`src/rtl/uart_param_regs.sv`:
```
// uart_param_regs: framed byte-stream command parser and parameter register bank
// for the waveform generator (per-channel adder/amplitude words, signalNumber).
//
// Frame : A5, cmd {op[1:0], sel, ch[4:0]}, payload (writes, DATA_W/8 bytes MSB
//         first), optional XOR checksum byte.
// Ops   : 00 select, 01 write, 10 read, 11 sample live signal.
//
// Ports : clk, reset (async, active-low)
//         from_uart_data/valid/error/ready - received byte stream
//         to_uart_data/valid/ready         - response byte stream
//         signalNumber                     - selected waveform index
//         adder, amplitude                 - packed NUM_CH x DATA_W registers
//         signal                           - live sample, latched on sample op
//
// Build option: define UART_PARAM_CHECKSUM_EN to add a trailing XOR byte to
// every received frame and every response.
module uart_param_regs #(
    parameter int NUM_CH      = 4,
    parameter int DATA_W      = 32,
    parameter int TIMEOUT_CYC = 50_000_000
) (
    input  logic                     clk,
    input  logic                     reset,
    input  logic [7:0]               from_uart_data,
    input  logic                     from_uart_valid,
    input  logic                     from_uart_error,
    output logic                     from_uart_ready,
    output logic [7:0]               to_uart_data,
    output logic                     to_uart_valid,
    input  logic                     to_uart_ready,
    output logic [7:0]               signalNumber,
    output logic [NUM_CH*DATA_W-1:0] adder,
    output logic [NUM_CH*DATA_W-1:0] amplitude,
    input  logic [DATA_W-1:0]        signal
);

    localparam int NB = DATA_W / 8;
`ifdef UART_PARAM_CHECKSUM_EN
    localparam int CSB = 1;
`else
    localparam int CSB = 0;
`endif
    localparam int BW = $clog2(NB + CSB + 1);
    localparam int TW = (TIMEOUT_CYC > 1) ? $clog2(TIMEOUT_CYC) : 1;

    localparam logic [7:0] HDR = 8'hA5;
    localparam logic [7:0] ACK = 8'h06;
    localparam logic [7:0] NAK = 8'h15;

    localparam logic [1:0] OP_SEL = 2'b00;
    localparam logic [1:0] OP_WR  = 2'b01;
    localparam logic [1:0] OP_SMP = 2'b11;

    typedef enum logic [2:0] {
        S_IDLE,
        S_CMD,
        S_PAYLOAD,
`ifdef UART_PARAM_CHECKSUM_EN
        S_CSUM,
`endif
        S_EXEC,
        S_RESP
    } state_t;

    // State that follows the last command/payload byte.
`ifdef UART_PARAM_CHECKSUM_EN
    localparam state_t S_TAIL = S_CSUM;
`else
    localparam state_t S_TAIL = S_EXEC;
`endif

    state_t state_q;
    state_t state_d;

    logic                     rx_en;
    logic                     accept;
    logic                     rx_ok;
    logic                     in_frame;
    logic                     tmo;
    logic                     tx_done;
    logic [7:0]               cmd_q;
    logic [DATA_W-1:0]        pay_q;
    logic [DATA_W-1:0]        tx_shift;
    logic [DATA_W-1:0]        rd_word;
    logic [BW-1:0]            bcnt;
    logic [BW-1:0]            tx_left;
    logic [TW-1:0]            tcnt;
    logic [NUM_CH*DATA_W-1:0] adder_q;
    logic [NUM_CH*DATA_W-1:0] amp_q;
    logic [7:0]               sn_q;
    logic [7:0]               tx_data_q;
    logic                     tx_valid_q;
    logic [1:0]               op;
    logic                     sel;
    logic [4:0]               ch;
    logic                     ch_ok;
    logic                     chk_ok;
    logic                     exec_ok;
`ifdef UART_PARAM_CHECKSUM_EN
    logic [7:0]               csum_q;
    logic                     csum_ok;
    logic [7:0]               tx_xor;
`endif

    assign op  = cmd_q[7:6];
    assign sel = cmd_q[5];
    assign ch  = cmd_q[4:0];

    assign ch_ok = int'(ch) < NUM_CH;
`ifdef UART_PARAM_CHECKSUM_EN
    assign chk_ok = csum_ok;
`else
    assign chk_ok = 1'b1;
`endif
    // Select carries its index in the ch field, so no range check there.
    assign exec_ok = chk_ok && (op == OP_SEL || ch_ok);

`ifdef UART_PARAM_CHECKSUM_EN
    assign in_frame = (state_q == S_CMD) || (state_q == S_PAYLOAD) ||
                      (state_q == S_CSUM);
`else
    assign in_frame = (state_q == S_CMD) || (state_q == S_PAYLOAD);
`endif

    // rx_en keeps ready low until the first clock after reset release.
    assign from_uart_ready = rx_en && (state_q == S_IDLE || in_frame);
    assign accept          = from_uart_valid && from_uart_ready;
    assign rx_ok           = accept && !from_uart_error;
    assign tmo             = in_frame && !accept &&
                             (tcnt == TW'(TIMEOUT_CYC - 1));
    assign tx_done         = tx_valid_q && to_uart_ready && (tx_left == '0);

    assign adder        = adder_q;
    assign amplitude    = amp_q;
    assign signalNumber = sn_q;
    assign to_uart_data = tx_data_q;
    assign to_uart_valid = tx_valid_q;

    always_comb begin
        rd_word = '0;
        for (int k = 0; k < NUM_CH; k++) begin
            if (ch == 5'(k)) begin
                rd_word = sel ? amp_q[k*DATA_W +: DATA_W]
                              : adder_q[k*DATA_W +: DATA_W];
            end
        end
        if (op == OP_SMP) begin
            rd_word = signal;
        end
    end

    always_comb begin
        state_d = state_q;
        unique case (state_q)
            S_IDLE: begin
                if (rx_ok && from_uart_data == HDR) begin
                    state_d = S_CMD;
                end
            end
            S_CMD: begin
                if (accept) begin
                    if (from_uart_error) begin
                        state_d = S_IDLE;
                    end else if (from_uart_data[7:6] == OP_WR) begin
                        state_d = S_PAYLOAD;
                    end else begin
                        state_d = S_TAIL;
                    end
                end else if (tmo) begin
                    state_d = S_IDLE;
                end
            end
            S_PAYLOAD: begin
                if (accept) begin
                    if (from_uart_error) begin
                        state_d = S_IDLE;
                    end else if (bcnt == BW'(NB - 1)) begin
                        state_d = S_TAIL;
                    end
                end else if (tmo) begin
                    state_d = S_IDLE;
                end
            end
`ifdef UART_PARAM_CHECKSUM_EN
            S_CSUM: begin
                if (accept) begin
                    state_d = from_uart_error ? S_IDLE : S_EXEC;
                end else if (tmo) begin
                    state_d = S_IDLE;
                end
            end
`endif
            S_EXEC: begin
                state_d = S_RESP;
            end
            S_RESP: begin
                if (tx_done) begin
                    state_d = S_IDLE;
                end
            end
            default: begin
                state_d = S_IDLE;
            end
        endcase
    end

    always_ff @(posedge clk or negedge reset) begin
        if (!reset) begin
            state_q <= S_IDLE;
        end else begin
            state_q <= state_d;
        end
    end

    always_ff @(posedge clk or negedge reset) begin
        if (!reset) begin
            rx_en      <= 1'b0;
            cmd_q      <= '0;
            pay_q      <= '0;
            bcnt       <= '0;
            tcnt       <= '0;
            adder_q    <= '0;
            amp_q      <= '0;
            sn_q       <= '0;
            tx_data_q  <= '0;
            tx_valid_q <= 1'b0;
            tx_shift   <= '0;
            tx_left    <= '0;
`ifdef UART_PARAM_CHECKSUM_EN
            csum_q     <= '0;
            csum_ok    <= 1'b0;
            tx_xor     <= '0;
`endif
        end else begin
            rx_en <= 1'b1;

            // Inter-byte idle counter, restarted by every accepted byte.
            if (!in_frame || accept || tmo) begin
                tcnt <= '0;
            end else begin
                tcnt <= tcnt + TW'(1);
            end

            unique case (state_q)
                S_CMD: begin
                    if (rx_ok) begin
                        cmd_q <= from_uart_data;
                        bcnt  <= '0;
`ifdef UART_PARAM_CHECKSUM_EN
                        csum_q <= from_uart_data;
`endif
                    end
                end
                S_PAYLOAD: begin
                    if (rx_ok) begin
                        pay_q <= (pay_q << 8) | DATA_W'(from_uart_data);
                        bcnt  <= bcnt + BW'(1);
`ifdef UART_PARAM_CHECKSUM_EN
                        csum_q <= csum_q ^ from_uart_data;
`endif
                    end
                end
`ifdef UART_PARAM_CHECKSUM_EN
                S_CSUM: begin
                    if (rx_ok) begin
                        csum_ok <= (from_uart_data == csum_q);
                    end
                end
`endif
                S_EXEC: begin
                    if (exec_ok && op == OP_SEL) begin
                        sn_q <= {3'b0, ch};
                    end
                    for (int k = 0; k < NUM_CH; k++) begin
                        if (exec_ok && op == OP_WR && ch == 5'(k)) begin
                            if (sel) begin
                                amp_q[k*DATA_W +: DATA_W] <= pay_q;
                            end else begin
                                adder_q[k*DATA_W +: DATA_W] <= pay_q;
                            end
                        end
                    end
                    tx_shift   <= rd_word;
                    tx_valid_q <= 1'b1;
                    tx_data_q  <= exec_ok ? ACK : NAK;
                    // Bytes still to send after the ACK/NAK.
                    tx_left    <= (exec_ok && op[1]) ? BW'(NB + CSB)
                                                     : BW'(CSB);
`ifdef UART_PARAM_CHECKSUM_EN
                    tx_xor     <= exec_ok ? ACK : NAK;
`endif
                end
                S_RESP: begin
                    if (tx_valid_q && to_uart_ready) begin
                        if (tx_left == '0) begin
                            tx_valid_q <= 1'b0;
                        end else begin
                            tx_left <= tx_left - BW'(1);
`ifdef UART_PARAM_CHECKSUM_EN
                            if (tx_left == BW'(1)) begin
                                tx_data_q <= tx_xor;
                            end else begin
                                tx_data_q <= tx_shift[DATA_W-1 -: 8];
                                tx_xor    <= tx_xor ^ tx_shift[DATA_W-1 -: 8];
                                tx_shift  <= tx_shift << 8;
                            end
`else
                            tx_data_q <= tx_shift[DATA_W-1 -: 8];
                            tx_shift  <= tx_shift << 8;
`endif
                        end
                    end
                end
                default: begin
                end
            endcase
        end
    end

endmodule

```
`config.mk`:
```
export PLATFORM = sky130hd
export DESIGN_NAME = uart_param_regs
export DESIGN_NICKNAME = d
export VERILOG_FILES = /design/src/rtl/uart_param_regs.sv
export SDC_FILE = /design/constraint.sdc
export NUM_CORES = 1
export LEC_CHECK = 0
export CORE_ASPECT_RATIO = 1.2
export CORE_MARGIN = 3
export CORE_UTILIZATION = 45
export CTS_BUF_LIST = sky130_fd_sc_hd__clkbuf_8 sky130_fd_sc_hd__clkbuf_16
export CTS_CLUSTER_DIAMETER = 40
export CTS_CLUSTER_SIZE = 28
export DETAILED_ROUTE_END_ITERATION = 10
export GPL_ROUTABILITY_DRIVEN = 0
export PLACE_DENSITY = 0.81
export SYNTH_ARGS = -nofsm -noshare
export SYNTH_HDL_FRONTEND = slang
export SYNTH_SLANG_ARGS = --single-unit
```
`constraint.sdc`:
```
create_clock -name clk -period 3.03 [get_ports clk]
set_input_delay 0.7575 -clock clk [delete_from_list [all_inputs] [get_ports clk]]
set_output_delay 0.7575 -clock clk [all_outputs]
set_load 0.02 [all_outputs]
```
# After elaboration in Yosys (flattened, before gate mapping)
# Index checks and enable logic that the tools add are counted.
[op_classes] reduce_logical=44 add_sub_neg=3 n_bitwise=2 n_eq_ne=21 n_mux=37 magnitude_cmp=1
[op_table] operator="32-bit two-way mux" count=11
[op_table] operator="32-bit case mux with 2 select lines" count=1
[op_table] operator="3-bit two-way mux" count=12
[op_table] operator="3-bit AND reduction" count=12
[op_table] operator="32-bit by 8-bit OR with 32-bit output" count=1
[op_table] operator="26-bit by 1-bit adder with 26-bit output, second input constant" count=1
[op_table] operator="26-bit equality test, second input constant" count=1
[op_table] operator="26-bit two-way mux" count=1
[op_table] operator="8-bit two-way mux" count=2
[op_table] operator="8-bit case mux with 2 select lines" count=1
[op_table] operator="1-bit logical AND" count=15
[op_table] operator="3-bit case mux with 5 select lines" count=1
[op_table] operator="2-bit != test, second input constant" count=6
[op_table] operator="3-bit case mux with 2 select lines" count=2
[op_table] operator="5-bit by 2-bit equality test with 1-bit output, second input constant" count=2
[op_table] operator="3-bit by 2-bit equality test with 1-bit output, second input constant" count=3
[op_table] operator="8-bit equality test, second input constant" count=1
[op_table] operator="3-bit zero test" count=2
[op_table] operator="2-bit AND reduction" count=3
[op_table] operator="5-bit by 1-bit equality test with 1-bit output, second input constant" count=1
[op_table] operator="5-bit zero test" count=1
[op_table] operator="1-bit logical OR" count=5
[op_table] operator="5-bit by 3-bit less-than comparator with 1-bit output, second input constant" count=1
[op_table] operator="5-bit two-way mux" count=1
[op_table] operator="15 further kinds" count=21
[word_totals] out_inout_bits=274 register_bits=378 in_bits=45 word_cells=127

# Logic depth before layout (Yosys ltp)
[depth] ltp_word=11 ltp_mapped=8 ltp_nobuf=6

# Least setup slack after synthesis
# Ideal clock, no wire load.
[synth_timing] path_type="input to register" from="in from_uart_valid" to="reg pay_q[10]" path_stages=4 path_slack_ns=0.839 required_time_ns=2.905 path_buffers=1 setup_time_ns=0.125 arrival_ns=2.066 path_cell_list="nor4bb_1 nand2_1 clkbuf_1 mux2_2"
[synth_between] elab_chain_cells=3
[synth_lines] item="start: declaration" line_no="25" text="input logic from_uart_valid,"
[synth_lines] item="1-bit logical AND" line_no="127" text="assign accept = from_uart_valid && from_uart_ready;"
[synth_lines] item="1-bit logical AND" line_no="128" text="assign rx_ok = accept && !from_uart_error;"
[synth_lines] item="2-bit AND reduction (no source line)"
[synth_lines] item="end signal: assignment" line_no="256" text="pay_q <= (pay_q << 8) | DATA_W'(from_uart_data);"
[synth_lines] item="end: declaration" line_no="82" text="logic [DATA_W-1:0] pay_q;"
# No other way between the ends.
# A chain may end at the register's enable or synchronous reset.

# Worst setup path in the final report
[layout_timing] from="reg state_q[2]" to="out from_uart_ready"
[layout_between] elab_chain_cells=4 elab_cells_between_ends=6 cone_classes="2 x eq/ne; 4 x reduce/logical"
[layout_lines] item="start: declaration" line_no="72" text="state_t state_q;"
[layout_lines] item="start signal: assignment" line_no="211" text="state_q <= state_d;"
[layout_lines] item="3-bit by 1-bit equality test with 1-bit output or 3-bit by 2-bit equality test with 1-bit output (tied branches)" line_no="122" text="assign in_frame = (state_q == S_CMD) || (state_q == S_PAYLOAD);"
[layout_lines] item="1-bit logical OR" line_no="122"
[layout_lines] item="1-bit logical OR (*)" line_no="126" text="assign from_uart_ready = rx_en && (state_q == S_IDLE || in_frame);"
[layout_lines] item="1-bit logical AND (*)" line_no="126"
[layout_lines] item="end: declaration" line_no="27" text="output logic from_uart_ready,"
# Every way passes the cells marked *; elsewhere a longest branch is shown, timed or not.

==> reports/metrics.csv <==
metric,value,unit
status,finished clean,
register-to-register path setup slack,430,ps
cell taking the most area after synthesis,dfrtp_1,
PortBufs,315,
global-route wire length before repair,82500,µm
vias per cell,5.85,
clock skew,39.9,ps
Std-Cell Core Area,38300,µm²
placed cells,2040,
"flops & latches, synth",378,
Main synth FF type,dfrtp_1,
Worst-Skew Late Latency,570,ps
TritonCTS Buffers,44,
H-tree levels,2,
Post-synth EDFFs,0,
leading post-synthesis cells by cell area,"dfrtp_1, mux2_2, mux4_2",
DRT antenna net count,0,
vias,12400,
pin count of the biggest net entering global routing,73,
total track usage,25.8,%
Chip Height,223,µm
drt total wl,54300,µm
startpoint types,register,
power density over cell area,479,nW/µm²
Top Ports,319,
initial antenna violation count,10,
Post-CTS Setup Inserts,0,
clock root cell,clkbuf_16,
# DRC,0,
crit path capture type,output port,
max-slew violations,0,
first-pass detailed-route iteration total,5,
area delta synth->final,30.3,%
met3 WL post-DR,3810,µm
Worst R2R Start,cmd_q[5]$_DFFE_PN0P_,
hold slack,139,ps
CTS Buffer Depth,3,
share of layout cells above drive strength 1,30.2,%
library cells used by synthesis,60,
Multi-input gate area,7590,µm²
Worst-Margin Slew,851,ps
Post-Syn Area,17600,µm²
register area share after synthesis,53.7,%
Max-Cap Viols,0,
number of global-route vias before repair,13100,
Starting Density,46.0,%
Gate Count Post-Synth,1272,
sequential cell area,9470,µm²
CTS Hold Bufs,0,
# rows,78,
Async SR Flop Fraction,100,%
Slew HR,43.3,%
fin crit share,92.5,%
total grt overflow,0,
post-CTS sizing,0,
setup_tns,0,ps
crit-path max FO,7,
total chip power,11.0,mW
"top cells by count, synth","dfrtp_1, mux2_2, mux2_4",
critical path class,reg -> out,
Clock Sinks,378,
CP required,2270,ps
die area,41500,µm²
clock-pin slew on the worst setup and hold paths,70,ps
DP Wirelength,37200,µm
yosys warns,0,
most frequent cell after synthesis,dfrtp_1,
Worst Setup SP,state_q[2]$_DFFE_PN0P_,
nets@finish,1616,
DIE WIDTH,187,µm
Lkg Pwr,10.4,nW
post-layout min period,2800,ps
DR WL met2,27800,µm
Setup Viol. Count Final,0,
final hold viol count,0,
WL/cell,25.6,µm
Starting DRT DRC Count,800,
Hold Path Class,in -> async,
RSZ-0062 raised after global routing,no,
fin cells,2125,
VDD IR-drop max,395,µV
WP data arrival,2050,ps
syn avg cell area,13.8,µm²
post-synth top area share,53.7,%
Top Layer Used,met5,
met1 WL,20400,µm
CTS tree,built,
Fill cells,2928,
Peak Freq,357,MHz
==> worst max-delay path: stages, from the launching register on <==
cell and delay [ps]:
dfrtp_1 390, buf_4 160, nand2b_1 140, a21oi_1 130, clkdlybuf4s50_1 690
==> routing by layer <==
| metal | vias to the layer above | GRT usage [%] |
|---|---|---|
| met3 | 128 | 5.37 |
| met4 | 2 | 11.2 |
| met2 | 556 | 44.4 |
| met5 | - | 0 |
| li1 | 5309 | - |
| met1 | 6441 | 31.5 |
==> flip-flops by register name, summed over array words and instances (netlist names) <==
signal	count
state_q	3
adder	128
cmd_q	8
to_uart_data	8
pay_q	32
bcnt	3
signalNumber	5
tcnt	26
to_uart_valid	1
tx_left	3
tx_shift	32
amplitude	128
rx_en	1
==> layout make-up <==
type                            count  area share, %
Sequential cell                   378           41.2
Multi-Input combinational cell    776           33.1
Timing Repair Buffer              359           15.8
Clock buffer                       49           5.20
Tap cell                          520           2.83
Clock inverter                     32           1.70
Inverter                            7          0.114
Antenna cell                        4         0.0436
==> cells in the final DEF (no fill, tap or decap), types with 5 or more instances in the layout <==
master	n
dfrtp_1	375
clkdlybuf4s50_1	314
mux2_2	235
mux2_4	60
mux2i_1	56
o21ai_0	52
mux4_2	48
clkbuf_16	46
nand2_1	40
nand3_1	34
buf_4	33
nor2_1	30
and3_1	29
a21oi_1	27
a221oi_1	24
or3_1	19
inv_1	12
buf_12	11
a221o_1	10
o22a_1	10
xor2_1	9
nand4_1	7
mux2_1	6
nand2b_1	6
inv_6	6
o31ai_1	5
ha_1	5
bufinv_16	5
inv_8	5
clkinv_4	5
==> path summary, 6_finish.rpt <==
kind                            cells after the start                         end
worst max-delay path                                4             from_uart_ready
worst min register to register                      1      tx_left[0]$_DFFE_PN0P_
min in group clk                                    1      tx_left[0]$_DFFE_PN0P_
max in group asynchronous                           2      adder[124]$_DFFE_PN0P_
worst max register to register                      3  amplitude[120]$_DFFE_PN0P_
worst min-delay path                                1   amplitude[67]$_DFFE_PN0P_
==> power breakdown <==
part / switching, mW / total (mW) / internal (mW)
Sequential: 0.0152 / 5.07 / 5.05
Clock: 2.31 / 5.66 / 3.35
Combinational: 0.164 / 0.256 / 0.0914
==> stage by stage <==
stage	utilization (%)	setup WS [ps]	cell area [µm²]
global placement	55.8	416	21400
CTS	60.0	189	22900
detailed placement	55.8	382	21400
floorplan	-	839	17600
global route	60.0	153	23000
finish	60.0	226	23000
==> kinds of logic after synthesis <==
family / count (synthesis) / share of synthesized area [%]
adder cells (fa/ha/maj): 5 / 0.355
flip-flops: 378 / 53.7
multiplexers: 405 / 29.9
AO/OA/AOI/OAI: 144 / 5.42
AND/OR/NAND/NOR: 206 / 6.57
other: 2 / 0.0427
XOR/XNOR: 12 / 0.597
buffers and inverters: 120 / 3.44
Power figures use the tool's default switching activity.
